==> src/rtl/wb_arbiter_pkg.sv <==
// Shared sizes and types for the write-port arbiter: four requesters
// funnel register writes into a single one-entry write stage.
package wb_arbiter_pkg;

    localparam int NUM_REQ    = 4;
    localparam int REG_ADDR_W = 4;
    localparam int DATA_W     = 16;
    localparam int REG_COUNT  = 16;
    localparam int PTR_W      = $clog2(NUM_REQ);

    typedef struct packed {
        logic                  v;
        logic [REG_ADDR_W-1:0] addr;
        logic [DATA_W-1:0]     data;
    } stage_t;

endpackage : wb_arbiter_pkg

==> src/rtl/decoder4_16.sv <==
// Library 4-to-16 one-hot decoder.
module decoder4_16 (
    input  logic [3:0]  sel,
    output logic [15:0] dec
);

    always_comb begin
        dec = 16'h0001 << sel;
    end

endmodule : decoder4_16

==> src/rtl/wb_arbiter.sv <==
// Round-robin arbiter feeding a single-entry register-file write stage.
// The stage drains one write per cycle unless the write port is held.
module wb_arbiter
    import wb_arbiter_pkg::*;
#(
    parameter int R0_WRITABLE = 1
) (
    input  logic                          I_CLK,
    input  logic                          I_NRESET,
    input  logic [NUM_REQ-1:0]            I_REQ_VALID,
    input  logic [NUM_REQ*REG_ADDR_W-1:0] I_REQ_ADDR,
    input  logic [NUM_REQ*DATA_W-1:0]     I_REQ_DATA,
    output logic [NUM_REQ-1:0]            O_REQ_READY,
    input  logic                          I_HOLD,
    output logic [REG_COUNT-1:0]          O_WR_EN,
    output logic [REG_ADDR_W-1:0]         O_WR_ADDR,
    output logic [DATA_W-1:0]             O_WR_DATA,
    output logic [REG_COUNT-1:0]          O_BUSY
);

    // Handshake: a requester presents VALID with stable-at-transfer ADDR/DATA;
    // the transfer happens in the cycle where VALID[n] & READY[n]. VALID may
    // be withdrawn before READY without effect, and READY never depends on
    // a requester other than through the round-robin search.

    function automatic logic [NUM_REQ-1:0] rr_grant(
        input logic [NUM_REQ-1:0] valid,
        input logic [PTR_W-1:0]   ptr
    );
        logic [NUM_REQ-1:0] grant;
        logic [PTR_W-1:0]   idx;
        grant = '0;
        for (int i = 0; i < NUM_REQ; i++) begin
            idx = ptr + PTR_W'(i);
            if (valid[idx] && (grant == '0)) begin
                grant[idx] = 1'b1;
            end
        end
        return grant;
    endfunction

    logic [PTR_W-1:0]      ptr;
    stage_t                stg;
    logic                  accept;
    logic                  commit;
    logic                  xfer;
    logic [NUM_REQ-1:0]    grant;
    logic [PTR_W-1:0]      grant_idx;
    logic [REG_ADDR_W-1:0] sel_addr;
    logic [DATA_W-1:0]     sel_data;
    logic [REG_COUNT-1:0]  stg_onehot;
    logic                  wr_allowed;

    assign accept = !stg.v || !I_HOLD;
    assign commit = stg.v && !I_HOLD;

    // Grant is also masked by reset so READY is quiet while held in reset.
    always_comb begin
        grant     = '0;
        grant_idx = '0;
        sel_addr  = '0;
        sel_data  = '0;
        if (I_NRESET && accept) begin
            grant = rr_grant(I_REQ_VALID, ptr);
        end
        for (int n = 0; n < NUM_REQ; n++) begin
            if (grant[n]) begin
                grant_idx = PTR_W'(n);
                sel_addr  = I_REQ_ADDR[n*REG_ADDR_W +: REG_ADDR_W];
                sel_data  = I_REQ_DATA[n*DATA_W +: DATA_W];
            end
        end
    end

    assign xfer        = |grant;
    assign O_REQ_READY = grant;

    always_ff @(posedge I_CLK or negedge I_NRESET) begin
        if (!I_NRESET) begin
            ptr <= '0;
            stg <= '0;
        end else if (xfer) begin
            ptr      <= grant_idx + PTR_W'(1);
            stg.v    <= 1'b1;
            stg.addr <= sel_addr;
            stg.data <= sel_data;
        end else if (commit) begin
            stg.v <= 1'b0;
        end
    end

    decoder4_16 u_dec (
        .sel (stg.addr),
        .dec (stg_onehot)
    );

    // With r0 read-only the entry still drains; only the enable is dropped.
    assign wr_allowed = (R0_WRITABLE != 0) || (stg.addr != '0);

    assign O_WR_EN   = (commit && wr_allowed) ? stg_onehot : '0;
    assign O_BUSY    = stg.v ? stg_onehot : '0;
    assign O_WR_ADDR = stg.addr;
    assign O_WR_DATA = stg.data;

endmodule : wb_arbiter

==> config.mk <==
export PLATFORM = sky130hd
export DESIGN_NAME = wb_arbiter
export DESIGN_NICKNAME = d
export VERILOG_FILES = /design/src/rtl/wb_arbiter_pkg.sv /design/src/rtl/decoder4_16.sv /design/src/rtl/wb_arbiter.sv
export SDC_FILE = /design/constraint.sdc
export NUM_CORES = 1
export LEC_CHECK = 0
export CORE_ASPECT_RATIO = 0.9
export CORE_MARGIN = 2
export CORE_UTILIZATION = 44
export CTS_CLUSTER_SIZE = 8
export DETAILED_ROUTE_END_ITERATION = 10
export PLACE_DENSITY_LB_ADDON = 0.2
export SYNTH_ARGS = -nofsm -noshare
export SYNTH_HDL_FRONTEND = slang
export SYNTH_SLANG_ARGS = --single-unit
==> constraint.sdc <==
create_clock -name I_CLK -period 5.39 [get_ports I_CLK]
set_input_delay 1.078 -clock I_CLK [delete_from_list [all_inputs] [get_ports I_CLK]]
set_output_delay 1.078 -clock I_CLK [all_outputs]
set_load 0.005 [all_outputs]
# After elaboration in Yosys (flattened, before gate mapping)
# Index checks and enable logic that the tools add are counted.
[totals]
ff_bits = 23
in_bits = 87
output_inout_bits = 56
elab_cells = 76
[classes]
n_addsub = 4
magnitude_cmp = 8
n_shift = 1
mux = 39
bitwise = 3
n_reduce_logical = 17
[op_table]
columns = ["operator", "count"]
rows = [
  ["2-to-1 mux 16 bit", 6],
  ["2-to-1 mux 4 bit", 12],
  ["<< shifter 1 x 4 -> 16 bit (first input constant)", 1],
  ["zero test 4 bit", 3],
  ["< comparator 2 x 3 -> 1 bit (second input constant)", 4],
  ["bitwise OR 4 bit", 3],
  ["2-to-1 mux 1 bit", 11],
  ["logical AND 1 bit", 9],
  ["binary-select mux 1 bit (select 2 bit)", 4],
  ["demux 1 bit (select 2 bit)", 4],
  [">= comparator 2 x 1 -> 1 bit (second input constant)", 4],
  ["adder 2 x 1 -> 2 bit (second input constant)", 2],
  ["adder 2 bit (second input constant)", 2],
  ["2-to-1 mux 2 bit", 2],
  ["OR reduction 4 bit", 1],
  ["zero test 1 bit", 2],
  ["nonzero test 2 bit", 1],
  ["logical OR 1 bit", 1],
]

# Longest topological paths before layout
# Gate-level depths: netlist (run 1).
[logic_depth]
word_depth = 22
mapped_depth = 12
ltp_nobuf = 10

# Cells and area by module
# From an unflattened synthesis (run 1), not the netlist that was laid out.
[hier_totals]
cells_unflattened = 271
area_unflattened_um2 = 2548.7
[modules_own_cells]
columns = ["mod", "instances", "cells_per_inst", "area_per_inst_um2", "seq_area_each_um2"]
rows = [
  ["wb_arbiter", 1, 251, 2322.2, 575.6],
  ["decoder4_16", 1, 20, 226.5, 0.0],
]

# Least setup slack after synthesis (run 1)
# No wires, ideal clock.
[synth_timing]
kind = "input port to output port"
start = "in I_REQ_VALID[3]"
end = "out O_REQ_READY[3]"
t_arrival_ns = 3.023
required_time_ns = 4.312
path_slack_ns = 1.289
stages = 9
n_path_buf = 3
path_cell_list = "mux4_2 > buf_6 > a21bo_1 > o2111ai_2 > nand2_2 > nor3_1 > a31o_2 > buf_2 > buf_2"
[synth_via]
elab_chain_cells = 16
elab_cells_between_ends = 25
[synth_lines]
columns = ["item", "line", "text"]
rows = [
  ["from (decl)", "wb_arbiter.sv:10", "input logic [NUM_REQ-1:0] I_REQ_VALID,"],
  ["binary-select mux 1 bit (select 2 bit)", "wb_arbiter.sv:35", "if (valid[idx] && (grant == '0)) begin"],
  ["2-to-1 mux 1 bit (not written as such)", "wb_arbiter.sv:35", ""],
  ["2-to-1 mux 4 bit", "wb_arbiter.sv:35", ""],
  ["2-to-1 mux 4 bit", "wb_arbiter.sv:63", "if (I_NRESET && accept) begin"],
  ["zero test 4 bit", "wb_arbiter.sv:35", ""],
  ["logical AND 1 bit", "wb_arbiter.sv:35", ""],
  ["2-to-1 mux 4 bit", "wb_arbiter.sv:35", ""],
  ["2-to-1 mux 4 bit", "wb_arbiter.sv:63", ""],
  ["zero test 4 bit", "wb_arbiter.sv:35", ""],
  ["logical AND 1 bit", "wb_arbiter.sv:35", ""],
  ["2-to-1 mux 4 bit", "wb_arbiter.sv:35", ""],
  ["2-to-1 mux 4 bit", "wb_arbiter.sv:63", ""],
  ["zero test 4 bit", "wb_arbiter.sv:35", ""],
  ["logical AND 1 bit", "wb_arbiter.sv:35", ""],
  ["2-to-1 mux 4 bit *", "wb_arbiter.sv:35", ""],
  ["2-to-1 mux 4 bit *", "wb_arbiter.sv:63", ""],
  ["to (decl)", "wb_arbiter.sv:13", "output logic [NUM_REQ-1:0] O_REQ_READY,"],
]
# Every way passes the cells marked *; elsewhere a longest branch is shown, timed or not. The select of a mux whose other input is x is not followed.

# Worst setup path in the final report (run 1)
[layout_timing]
start = "in I_REQ_VALID[2]"
end = "out O_REQ_READY[3]"
# The elaborated chain is that of the path after synthesis.

==> run summary, run 1 <==
The run finished with clean final reports. The residual DRC count was 0; the share of the core filled with cells was 0.6679. The peak per-stage delay on the critical path is 570 ps. The total count of hold-check failures in the final report is 0, and the max-slew violation count is 0. The number of buffer and inverter instances along the worst setup path was 2; the CTS clock-pin slew for the worst setup and hold paths was 80 ps.

The tools report the worst slew margin relative to its limit as 0.4340. The post-CTS setup buffer count is 0. The endpoint identified for the worst register-to-register timing path is O_WR_ADDR[3]. The count of nets left with antenna violations after detail routing is 0. After synthesis, the cell types taking the most area are dfrtp_1 (21%), a22o_1 (9.7%), nor2_1 (8.0%). Family with the most delay on the worst path: buffers and inverters.

The net count of the mapped netlist was 427. For this run, the top clock speed supported by timing is 198.6 MHz. The final route contains 3,054 vias. Fraction of final layout cells sized beyond drive strength 1: 0.09977. The clock passes through at most 2 buffers. Initial antenna violation count: 0. The most used flip-flop cell after synthesis is dfrtp_1. Average cell area after synthesis: 8.186 sq um.

The number of gates resized after CTS was 0. Of all cell types, the one taking the most synthesized area is dfrtp_1. For this run the aggregate overflow at the end of global routing stands at 0.

Mean number of vias per cell: 5.953. The share of synthesized registers carrying an async set or reset works out to 1.000. Counting stages on the worst path, the most repeated cell is clkdlybuf4s50_1. Summed over all cells, the static leakage comes to 0.001480 uW. Number of buffers added on ports: 142.

The sequential fraction of the synthesis area is 0.2118, and the overall die width is 86.84 um. The worst setup path is captured at a primary output. In this run the clock root is driven by a clkbuf_8.

TritonCTS built the clock tree. The overall global routing resource usage is 0.2479. The antenna diode count was 0; the die height was 78.56 um.

Yosys mapped a number of flops with a built-in enable equal to 0. The end point of the most critical hold path is O_WR_DATA[7]. The worst register-to-register path begins at ptr[0].

The startpoint identified for the worst hold timing path is O_WR_DATA[7]. Power spread over the standard cell area amounts to 583.4 nW/um^2. For this block, the initial DRC count from the detailed router was 181. The area of the die is 6822 sq um, and the largest net degree at the start of global routing is 44. The iteration count of the initial detailed-routing pass is 5, and the register bit total from synthesis is 23.

The tools report the worst path arrival time as 3960 ps. The gate count after technology mapping is 332, and the first-pass GRT wire length is 13,610 um. The signal on the critical path passes through clkdlybuf4s50_1 > mux4_2 > a21boi_2 > a22oi_1 > nand2_1 > nor2_1 > a31o_2 > clkdlybuf4s50_1. In this run the register-to-register setup slack is 1470 ps. The synthesized netlist occupies a cell area of 2718 sq um.

STA classifies the critical path startpoint as an input port. Routability-driven placement finished with a final weighted congestion of 0.8807. Measured in cells, the most critical reg-to-reg path has a length of 10.

The clock sink total was 23; the clock period minus final worst setup slack was 5035 ps. Detailed placement finished with a half-perimeter wire length of 7027 um. Setup violations remaining at the end of the flow were counted as 0. For this design the top-level I/O count stands at 143. Setup repair after global routing left no endpoint under its margin.

Between clock sinks in the finished design, the worst skew comes to 3.968 ps. Of all nets on the critical path, the largest fanout is 9. Sorting the synthesized cells by how often they occur yields nor2_1 (58), a22o_1 (30), nand2_1 (24). In this run the worst hold path is classified as flip-flop to flip-flop. For the worst-skew pair, the clock arrives at the later sink with an insertion delay of 270 ps. The proportion of netlist area held by the largest area contributor was 0.2118.

The number of hold buffers added after CTS was 0. The transition time at the pin with the least slew margin works out to 842.7 ps. The initial core utilization was 0.4494; the total length of routed wires was 8791 um. VDD sags by at most 0.0003352 V.

The run gives 4310 ps as the data required time of the critical path. Cell row count: 27. The slowest stage of the critical path belongs to the cell mux4_2. The tools report the count of maximum capacitance violations as 0. The period utilization works out to 0.9342. The layout overhead on the synthesized area came out at 48.62%.

Dividing the detail-routed wire length by the instance count gives 17.14 um. The most frequent cell after synthesis was nor2_1. Along the worst hold path, the cell count comes to 2. The logs give 49 for the unique cell type count in the Yosys netlist and 537 for the layout net count. Adding up every negative setup slack in the final design gives 0 ps. By startpoint and endpoint, the worst setup path is classified as input port to primary output. Via count of the first global-routing pass: 2,777. The layout has 516 filler cells. The maximum level of the CTS H-tree is 1, and the number of CTS-inserted buffers is 3.

After floorplanning, the core was sized to cover 6047 sq um. For the count of yosys warnings during synthesis, the log shows 0.
[per-stage QoR]
| stage | area, sq um | cells | hold WS [ps] | total power (uW) | setup WS (ps) |
|---|---|---|---|---|---|
| finish | 4039 | 513 | 580.3 | 2356 | 354.6 |
| floorplan | 2718 | 332 | 545.6 | 1761 | 1289 |
| global placement | 3993 | 509 | 566.0 | 2176 | 479.0 |
| detailed placement | 3993 | 509 | 573.2 | 2231 | 382.9 |
| global route | 4039 | 513 | 612.4 | 2541 | 185.9 |
| CTS | 4039 | 513 | 584.9 | 2341 | 384.9 |
[worst reg2reg max path: cells and delay by family (launching register included)]
kind                     cells  cell delay (ps)
flip-flops                   1              590
AND/OR/NAND/NOR              4             1880
AO/OA/AOI/OAI                4              820
adder cells (fa/ha/maj)      1              320
buffers and inverters        1              240
[flip-flops by register name, summed over array words and instances (netlist names)]
register / flops
O_WR_ADDR: 4
O_WR_DATA: 16
stg: 1
ptr: 2
[kinds of logic (layout without fill, tap and decap cells)]
family                   Yosys count  in the layout  synth area share
AO/OA/AOI/OAI                     95             95            0.3034
adder cells (fa/ha/maj)            8              8           0.03683
buffers and inverters             48            157            0.1105
flip-flops                        23             23            0.2118
multiplexers                       8              8           0.04328
AND/OR/NAND/NOR                  150            150            0.2942
[per-layer routing]
metal | up-vias | wire length, um | GRT usage
met5 | - | 0 | 0
met1 | 1407 | 3719 | 0.3228
met2 | 170 | 4265 | 0.4336
li1 | 1459 | - | -
met3 | 18 | 650 | 0.03049
met4 | 0 | 156 | 0.05625
[worst max-delay path by stage]
| stage | slack (ps) | startpoint | endpoint | cells past startpoint |
|---|---|---|---|---|
| after global placement | 480 | I_REQ_VALID[1] | O_REQ_READY[2] | 8 |
| after floorplan | 1290 | I_REQ_VALID[3] | O_REQ_READY[3] | 9 |
| after CTS | 380 | I_REQ_VALID[3] | O_REQ_READY[2] | 8 |
| final | 350 | I_REQ_VALID[2] | O_REQ_READY[3] | 8 |
| after detailed placement | 380 | I_REQ_VALID[3] | O_REQ_READY[2] | 8 |
| after global routing | 190 | I_REQ_VALID[3] | O_REQ_READY[2] | 8 |
[cells in the final DEF, fill, tap and decap left out, drive strengths merged, types with 6 or more instances in the layout]
master / instances
ha: 8
nor3: 8
nor4b: 15
o21ai: 8
dfrtp: 23
a21oi: 17
a221oi: 6
buf: 6
o31ai: 17
clkdlybuf4s50: 142
nor2: 58
nor4: 17
a22o: 30
nand2: 25
[cell type report]
type                    instances  area, sq um  share of cell area
multi-input cells             261         1842              0.4560
repair buffers                148         1466              0.3631
flip-flops and latches         23        575.6              0.1425
well taps                      72        90.09             0.02230
clock buffers                   3        41.29             0.01022
inverters                       5        18.77            0.004647
clock inverters                 1        5.005            0.001239
[power breakdown]
group          total, uW  switching (uW)  internal [uW]  leakage [uW]
combinational       1870            1050            823       0.00118
clock                109            57.8           51.7     0.0000255
sequential           373            98.0            275      0.000276
Power figures use the tool's default switching activity.
==> inputs of run 2 (changes only) <==
--- a/config.mk
+++ b/config.mk
@@ -7,7 +7,7 @@
 export LEC_CHECK = 0
 export CORE_ASPECT_RATIO = 0.9
 export CORE_MARGIN = 2
-export CORE_UTILIZATION = 44
+export CORE_UTILIZATION = 41
 export CTS_CLUSTER_SIZE = 8
 export DETAILED_ROUTE_END_ITERATION = 10
 export PLACE_DENSITY_LB_ADDON = 0.2
==> constraint.sdc (replaced) <==
create_clock -name I_CLK -period 5.1 [get_ports I_CLK]
set_input_delay 1.02 -clock I_CLK [delete_from_list [all_inputs] [get_ports I_CLK]]
set_output_delay 1.02 -clock I_CLK [all_outputs]
set_load 0.005 [all_outputs]
==> run summary, run 2 (synthesis results as in run 1) <==
The total congestion overflow after global routing is 0 (unchanged). The depth of the worst hold-timing path works out to 2 (unchanged). The overall die width was 89.82 um (was 86.84 um); the count of maximum capacitance violations was 0 (unchanged).

The nature of the critical path endpoint is a primary output (unchanged). The logs give 7168 um (was 7027 um) for the detailed placement HPWL and 44 (unchanged) for the largest net degree at the start of global routing. Maximum fanout along the worst path: 9 (unchanged).

The period utilization works out to 0.9622. The type of the tightest min-delay check is flip-flop to flip-flop (unchanged). The tools report the total count of hold-check failures in the final report as 0 (unchanged).

The tools report the total length of routed wires as 9004 um (was 8791 um). The tools report the maximum level of the CTS H-tree as 1 (unchanged). The CTS clock-pin slew for the worst setup and hold paths was 80 ps (about the same). The first-pass GRT wire length is 14,040 um (was 13,610 um).

For the maximum clock skew at final layout, the log shows 0.9648 ps (was 3.968 ps). The run gives 0.4292 (was 0.4340) as the worst slew margin relative to its limit. The die height came out at 81.24 um (was 78.56 um). The tools report the post-cts hold buffer count as 0 (unchanged). The startpoint-to-endpoint class of the critical path is input port to primary output (unchanged). For the layout net count, the log shows 539 (was 537).

The kind of start point of the critical path was an input port (unchanged). TritonCTS built the clock tree. The mean number of vias per cell is 5.745 (was 5.953).

The flow ran to the end, and the final reports show no timing, DRC or antenna violations. The maximum buffer depth of the clock tree is 2 (unchanged). The clock sink total was 23 (unchanged); the maximum operating frequency was 203.8 MHz. The flip-flop count of the largest register, all copies and words added was 16 (unchanged). The max-slew violation count is 0 (unchanged). Setup repair after global routing left no endpoint under its margin.

For the residual DRC count, the log shows 0 (unchanged). The count of nets left with antenna violations after detail routing is 0 (unchanged), and the total power is 2508 uW (was 2356 uW). The clock tree root driver cell is clkbuf_8 (unchanged). The data required time of the critical path came out at 4080 ps (was 4310 ps). Leading cell types in the layout, fill and taps excluded: clkdlybuf4s50_1 (142), nor2_1 (58), a22o_1 (30) (unchanged). The layout overhead on the synthesized area came out at 49.95% (was 48.62%). The area of the die is 7297 sq um (was 6822 sq um), and the top-level port count is 143 (unchanged). The number of DRC violations after detailed-routing iteration 0 is 202 (was 181), and the number of vias in the routed layout is 3,062 (was 3,054). The overall global routing resource usage was 0.2351 (was 0.2479); the post-CTS setup buffer count was 0 (unchanged). The clock period could shrink to 4907 ps. The clock latency at the later pin of the worst-skew pair is 260 ps (was 270 ps). The via count of the first global-routing pass was 2,895 (was 2,777).

Worst path arrival time: 3890 ps (was 3960 ps). The tools report the antenna diode count as 0 (unchanged). The logs give 6481 sq um (was 6047 sq um) for the placeable core region and 0.9375 (was 0.8807) for the final estimated routing congestion in global placement. The number of resized instances in the post-cts repair step was 0 (unchanged).

The logs give 583 (was 516) for the count of fill cells added during filler insertion and 3 (unchanged) for the number of CTS-inserted buffers. Total negative slack for setup checks: 0 ps (unchanged). The detailed-route wire length per cell was 16.89 um (was 17.14 um).

The most frequent standard cell in the layout excluding fill and tap cells was clkdlybuf4s50_1 (unchanged). The tools report the number of endpoints failing setup at the final stage as 0 (unchanged). The static leakage was 0.001487 uW (was 0.001480 uW); the worst reg-to-reg path cell count was 10 (unchanged).

The iteration count of the initial detailed-routing pass was 5 (unchanged). The initial core utilization was 0.4193 (was 0.4494). The cell row count came out at 28 (was 27).

Fraction of final layout cells sized beyond drive strength 1: 0.1016 (was 0.09977). Power density over cell area: 615.3 nW/um^2 (was 583.4 nW/um^2). The number of buffers added on ports was 142 (unchanged); the initial antenna violation count was 0 (unchanged).

The transition time at the pin with the least slew margin came out at 849.8 ps (was 842.7 ps). The maximum vdd drop is 0.0003111 V (was 0.0003352 V).
run 2: cell types whose count changed in the layout (fill, tap and decap cells not counted):
cell | before | now
buf_4 | 6 | 8
clkbuf_1 | 0 | 1
clkinv_2 | 1 | 0
run 2: path summary, 6_finish.rpt:
check                          startpoint              to  slack [ps]
hold / removal               O_WR_DATA[5]    O_WR_DATA[5]         590
hold reg to reg              O_WR_DATA[5]    O_WR_DATA[5]         590
min in group asynchronous        I_NRESET   O_WR_DATA[14]         930
setup reg to reg                   ptr[0]   O_WR_DATA[15]        1210
setup / recovery           I_REQ_VALID[2]  O_REQ_READY[3]         190
max in group asynchronous        I_NRESET    O_WR_DATA[7]        3780
run 2: metrics by stage:
stage	worst slack [ps]	instances	area [sq um]	hold WS (ps)	util
2_1_floorplan	1115	332	2718	545.6	-
3_3_place_gp	310.3	529	4030	566.9	0.6218
4_1_cts	227.1	533	4075	587.4	0.6288
5_1_grt	32.60	533	4075	627.0	0.6288
6_report	192.8	533	4075	589.7	0.6288
3_5_place_dp	232.2	529	4030	576.5	0.6218
run 2: per-layer routing:
metal | vias up | track usage | part of all wire
met5 | - | 0 | 0
met2 | 155 | 0.4455 | 0.51
met3 | 6 | 0.03525 | 0.079
li1 | 1461 | - | -
met4 | 0 | 0.05385 | 0.0083
met1 | 1440 | 0.2857 | 0.41
run 2: power breakdown:
part | internal (uW) | switching (uW)
Clock | 55.7 | 55.9
Combinational | 877 | 1140
Sequential | 291 | 91.2
run 2: final cells by class:
class | instances | area (sq um) | area share
sequential | 23 | 575.6 | 0.1412
inverter | 5 | 18.77 | 0.004605
tap | 90 | 112.6 | 0.02763
timing repair buffer | 150 | 1481 | 0.3635
clock buffer | 4 | 45.04 | 0.01105
multi-input combinational | 261 | 1842 | 0.4520
run 2: worst max-delay path, stage by stage:
cell	delay, ps
clkdlybuf4s50_1	460
mux4_2	570
a21boi_2	220
a22oi_1	280
nand2_1	290
nor2_1	270
a31o_2	220
clkdlybuf4s50_1	540
